==> src/rtl/kyber_pkg.sv <==
// Shared constants for the coefficient compress/decompress blocks:
// the modulus, its rounding half, and the reciprocal used for the
// divide-by-Q.
package kyber_pkg;

  localparam int unsigned KYBER_Q     = 3329;
  localparam int unsigned HALF_Q      = (KYBER_Q - 32'd1) / 32'd2;

  // Widest numerator is 4095 * 2^11 + 2047 = 2^23 - 1, so 24 bits leaves
  // headroom for every legal D.
  localparam int unsigned NUM_W       = 24;

  // The reciprocal is scaled by 2^RECIP_SHIFT. Because every numerator is
  // below 2^RECIP_SHIFT, the estimate is never more than one below the
  // true quotient, so a single correction step is enough.
  localparam int unsigned RECIP_SHIFT = 24;
  localparam int unsigned RECIP_W     = 25;

  // floor(2^RECIP_SHIFT / q), evaluated at elaboration time only
  function automatic logic [RECIP_W-1:0] recip_of(input int unsigned q);
    logic [63:0] one_s;
    one_s = 64'd1 << RECIP_SHIFT;
    return RECIP_W'(one_s / 64'(q));
  endfunction

  // (q - 1) / 2, the rounding offset for an odd modulus
  function automatic int unsigned half_of(input int unsigned q);
    return (q - 32'd1) / 32'd2;
  endfunction

endpackage

==> src/rtl/div_by_q.sv <==
// Exact combinational floor(num / Q) for any num below 2^NUM_W.
// A multiply by the scaled reciprocal gives an estimate that is either
// exact or one too small; one remainder check fixes the latter case.
module div_by_q
  import kyber_pkg::*;
#(
  parameter int unsigned Q = KYBER_Q
) (
  input  logic [NUM_W-1:0] num,
  output logic [NUM_W-1:0] quot
);

  localparam logic [RECIP_W-1:0] RECIP = recip_of(Q);
  localparam logic [11:0]        Q_W   = 12'(Q);

  logic [NUM_W+RECIP_W-1:0] prod_s;
  logic [NUM_W-1:0]         est_s;
  logic [NUM_W+11:0]        back_s;
  logic [NUM_W+11:0]        rem_s;

  // Reciprocal estimate followed by a one-step remainder correction
  always_comb begin
    prod_s = {{RECIP_W{1'b0}}, num} * {{NUM_W{1'b0}}, RECIP};
    est_s  = NUM_W'(prod_s >> RECIP_SHIFT);
    back_s = {12'd0, est_s} * {{NUM_W{1'b0}}, Q_W};
    rem_s  = {12'd0, num} - back_s;
    if (rem_s >= {{NUM_W{1'b0}}, Q_W}) begin
      quot = est_s + {{(NUM_W-1){1'b0}}, 1'b1};
    end else begin
      quot = est_s;
    end
  end

endmodule

==> src/rtl/compress.sv <==
// Compress_D: out_val = round(in_val * 2^D / Q) mod 2^D, registered,
// one result per clock with a single cycle of latency. Inputs at or
// above Q are used as-is; the quotient is simply truncated to D bits,
// which also folds a quotient of exactly 2^D back to 0.
module compress
  import kyber_pkg::*;
#(
  parameter int unsigned D = 10,
  parameter int unsigned Q = KYBER_Q
) (
  input  logic         clk,
  input  logic         rst,
  input  logic [11:0]  in_val,
  output logic [D-1:0] out_val
);

  localparam logic [NUM_W-1:0] HALF_W = NUM_W'(half_of(Q));

  logic [NUM_W-1:0] num_s;
  logic [NUM_W-1:0] quot_s;

  // Scale by 2^D and add the rounding offset before the floor division
  always_comb begin
    num_s = ({12'd0, in_val} << D) + HALF_W;
  end

  div_by_q #(
    .Q (Q)
  ) u_div_by_q (
    .num  (num_s),
    .quot (quot_s)
  );

  // Output register; keeping the low D bits implements the mod 2^D wrap
  always_ff @(posedge clk or posedge rst) begin
    if (rst) begin
      out_val <= {D{1'b0}};
    end else begin
      out_val <= D'(quot_s);
    end
  end

endmodule

==> config.mk <==
export PLATFORM = sky130hd
export DESIGN_NAME = compress
export DESIGN_NICKNAME = d
export VERILOG_FILES = /design/src/rtl/kyber_pkg.sv /design/src/rtl/div_by_q.sv /design/src/rtl/compress.sv
export SDC_FILE = /design/constraint.sdc
export NUM_CORES = 1
export LEC_CHECK = 0
export ABC_AREA = 1
export BUFFER_PORTS_ARGS = -buffer_cell sky130_fd_sc_hd__buf_2
export CAP_MARGIN = 10
export CORE_UTILIZATION = 45
export CTS_BUF_LIST = sky130_fd_sc_hd__clkbuf_4 sky130_fd_sc_hd__clkbuf_8
export DETAILED_ROUTE_END_ITERATION = 7
export PLACE_DENSITY_LB_ADDON = 0.05
export SYNTH_ARGS = -nofsm -noshare
export SYNTH_HDL_FRONTEND = slang
export SYNTH_SLANG_ARGS = --single-unit
==> constraint.sdc <==
create_clock -name clk -period 0.8 [get_ports clk]
set_input_delay 0.04 -clock clk [delete_from_list [all_inputs] [get_ports clk]]
set_output_delay 0.04 -clock clk [all_outputs]
set_load 0.05 [all_outputs]
==> flow_summary_export.csv <==
group,metric,value,unit
layout,area_delta_synth_final,54.6,%
timing,slew_viol_final,0,
timing,setup_tns,-85110,ps
timing,slew_headroom,72.6,%
grt,gr-usage-all-layers,29.2,%
detailed_routing,routed_via_density,4.86,
layout,antenna_cells,0,
setup_path,required,940,ps
timing,hold_viol,0,
clock_tree,numCtsBuffers,3,
floorplanning,dieHeight,138,um
layout,finalCoreUtilization,71.0,%
setup_path,cpMostUsedCell,"ha_4",
yosys,synth_flop_cell,"dfrtp_1",
grt,overflow,0,
floorplanning,initial_core_util,46.0,%
run_status,violations,"negative setup slack",
clock_tree,clockBufferDepth,2,
layout,final_area,12800,sq um
setup_path,slowest_stage,"fa_1",
setup_path,cp_max_fo,8,
setup_path,cp.depth,60,
setup_path,crit_family,"adder cells",
setup_path,worstPathArrival,9490,ps
setup_path,path_class,"in -> reg",
layout,fin_nets,1870,
setup_path,crit_path_start,"in_val[6]",
clock_tree,clk_pin_slew,40,ps
floorplanning,rows,49,
yosys,yosysSeqAreaShare,3.02,%
clock_tree,clock-root-buffer,"clkbuf_8",
timing,layout_setup_ws,-8540,ps
timing,worstMarginPinSlew,409,ps
yosys,synth_top_area_share,23.0,%
clock_tree,cts_tree,"done",
yosys,yosys.cell_types.count,42,
timing,min_period,9340,ps
layout,reg.largest.list,"out_val (10)",
grt,grt_pass1_wl,42500,um
yosys,yosysTopAreaCell,"ha_1",
place,gp_congestion,0.946,
floorplanning,ios,24,
job,drv_cap,0,
layout,drive_gt1_share,38.8,%
floorplanning,die-area,19000,sq um
detailed_routing,ant_nets,0,
yosys,syn_inst,1301,
setup_path,crit_buf_inv,15,
clock_tree,cts_max_level,1,
timing,timing.final.crit_share,1170,%
floorplanning,core,18000,sq um
yosys,ys_async_sr_fraction,100,%
run_status,status,"complete, but fails checks",
floorplanning,die_w,138,um
timing,rsz0062_at_grt,"yes",
setup_path,start_kind,"input port",
detailed_routing,wl,27000,um
yosys,synth_fp_nets,1528,
yosys,synth_edf_count,0,
detailed_routing,wl_per_cell,14.5,um
timing,setup_viol_count_final,11,
setup_path,crit_path_end_kind,"register",
place,dpl.hpwl,23400,um
yosys,synth.area.top_cells,"ha_1, nand2_1, fa_1, inv_1, nor2_1",
setup_path,endpoint,"out_val[1]",
yosys,ys_ff_latch,10,
yosys,ys_warn_count,0,
layout,largest_reg_flops,10,
setup_path,slowest_delay,550,ps
yosys,synth.most_common_cell,"nand2_1",
detailed_routing,first_iter_violations,547,
detailed_routing,drc,0,
detailed_routing,firstDrtPassIters,5,
layout,top_register,"out_val",
worst_hold_path,hold_path_class,"in -> async",
place,post_dp_cell_area,11400,sq um
clock_tree,cts.sinks,10,
grt,grt_max_degree,11,
timing,fmax,107,MHz
yosys,synth_area,8280,sq um
yosys,synthTopCellsByCount,"nand2_1, inv_1, ha_1, nor2_1, nand3_1",
grt,antenna_found_initial,0,
place,numPortBuffers,23,
grt,grt_pass1_vias,8674,
yosys,synth_area_per_cell,6.37,sq um
detailed_routing,num_vias,9091,
placed cells by master (no fill, tap or decap), types with 3 or more instances in the layout:
cell	count
a21oi_1	30
a21oi_2	18
a21oi_4	4
buf_12	5
buf_2	7
buf_4	307
buf_6	18
clkbuf_8	3
dfrtp_1	10
fa_1	61
ha_1	98
ha_2	3
ha_4	51
inv_1	265
inv_2	26
inv_4	8
nand2_1	301
nand2_2	52
nand2_4	29
nand3_1	71
nand3_2	22
nand3b_1	5
nand4_1	28
nor2_1	86
nor2_2	19
nor2_4	27
nor3_2	3
o21ai_0	5
o21ai_2	3
xnor2_1	6
xnor2_4	3
xor2_1	24
xor2_2	6
worst min path at each step:
stage	startpoint	end
global placement	rst	out_val[0]
detailed placement	rst	out_val[4]
CTS	rst	out_val[4]
global route	rst	out_val[1]
floorplan	rst	out_val[0]
finish	rst	out_val[4]
what timing repair did:
item | in CTS | in global routing
endpoints found under the setup margin | 20 | 20
hold buffers | 1 | 0
buffers inserted | 21 | 9
gates cloned | 1 | 0
pin swaps | 41 | 97
hold endpoints to repair | 10 | 0
gates resized for setup | 106 | 131
worst min-delay path, stage by stage:
cell	delay (ps)
dlygate4sd3_1	530
buf_2	120
inv_1	260
per-layer routing:
metal | track usage [%] | wire [um]
met5 | 0 | 0
met4 | 6.04 | 541
met3 | 1.14 | 1020
met2 | 47.0 | 11900
met1 | 43.0 | 13600
layout make-up:
class	instances	area (sq um)
flip-flops and latches	10	250
well taps	229	287
multi-input cells	984	8350
fillers	1559	5220
inverters	304	1190
clock buffers	3	41.3
repair buffers	340	2680
per-stage QoR:
stage                     hold slack (ps)  instances  setup slack, ps
after CTS                             326       1862            -8500
after floorplan                      -120       1301            -8090
after global routing                  399       1870            -8930
after global placement               13.4       1836            -9000
final                                 331       1870            -8540
after detailed placement             16.6       1836            -9160
kinds of logic (layout without fill, tap and decap cells):
kind of cell,count (synthesis),after routing,share of synthesized area (%)
fa+ha+maj,213,213,37.7
buf+inv,308,647,14.3
flops,10,10,3.02
compound gates,71,71,4.61
xor+xnor,43,43,4.55
simple gates,656,657,35.9
Power is not shown: default switching activity piles up to over one toggle a cycle in this logic, so the estimate is an artifact.
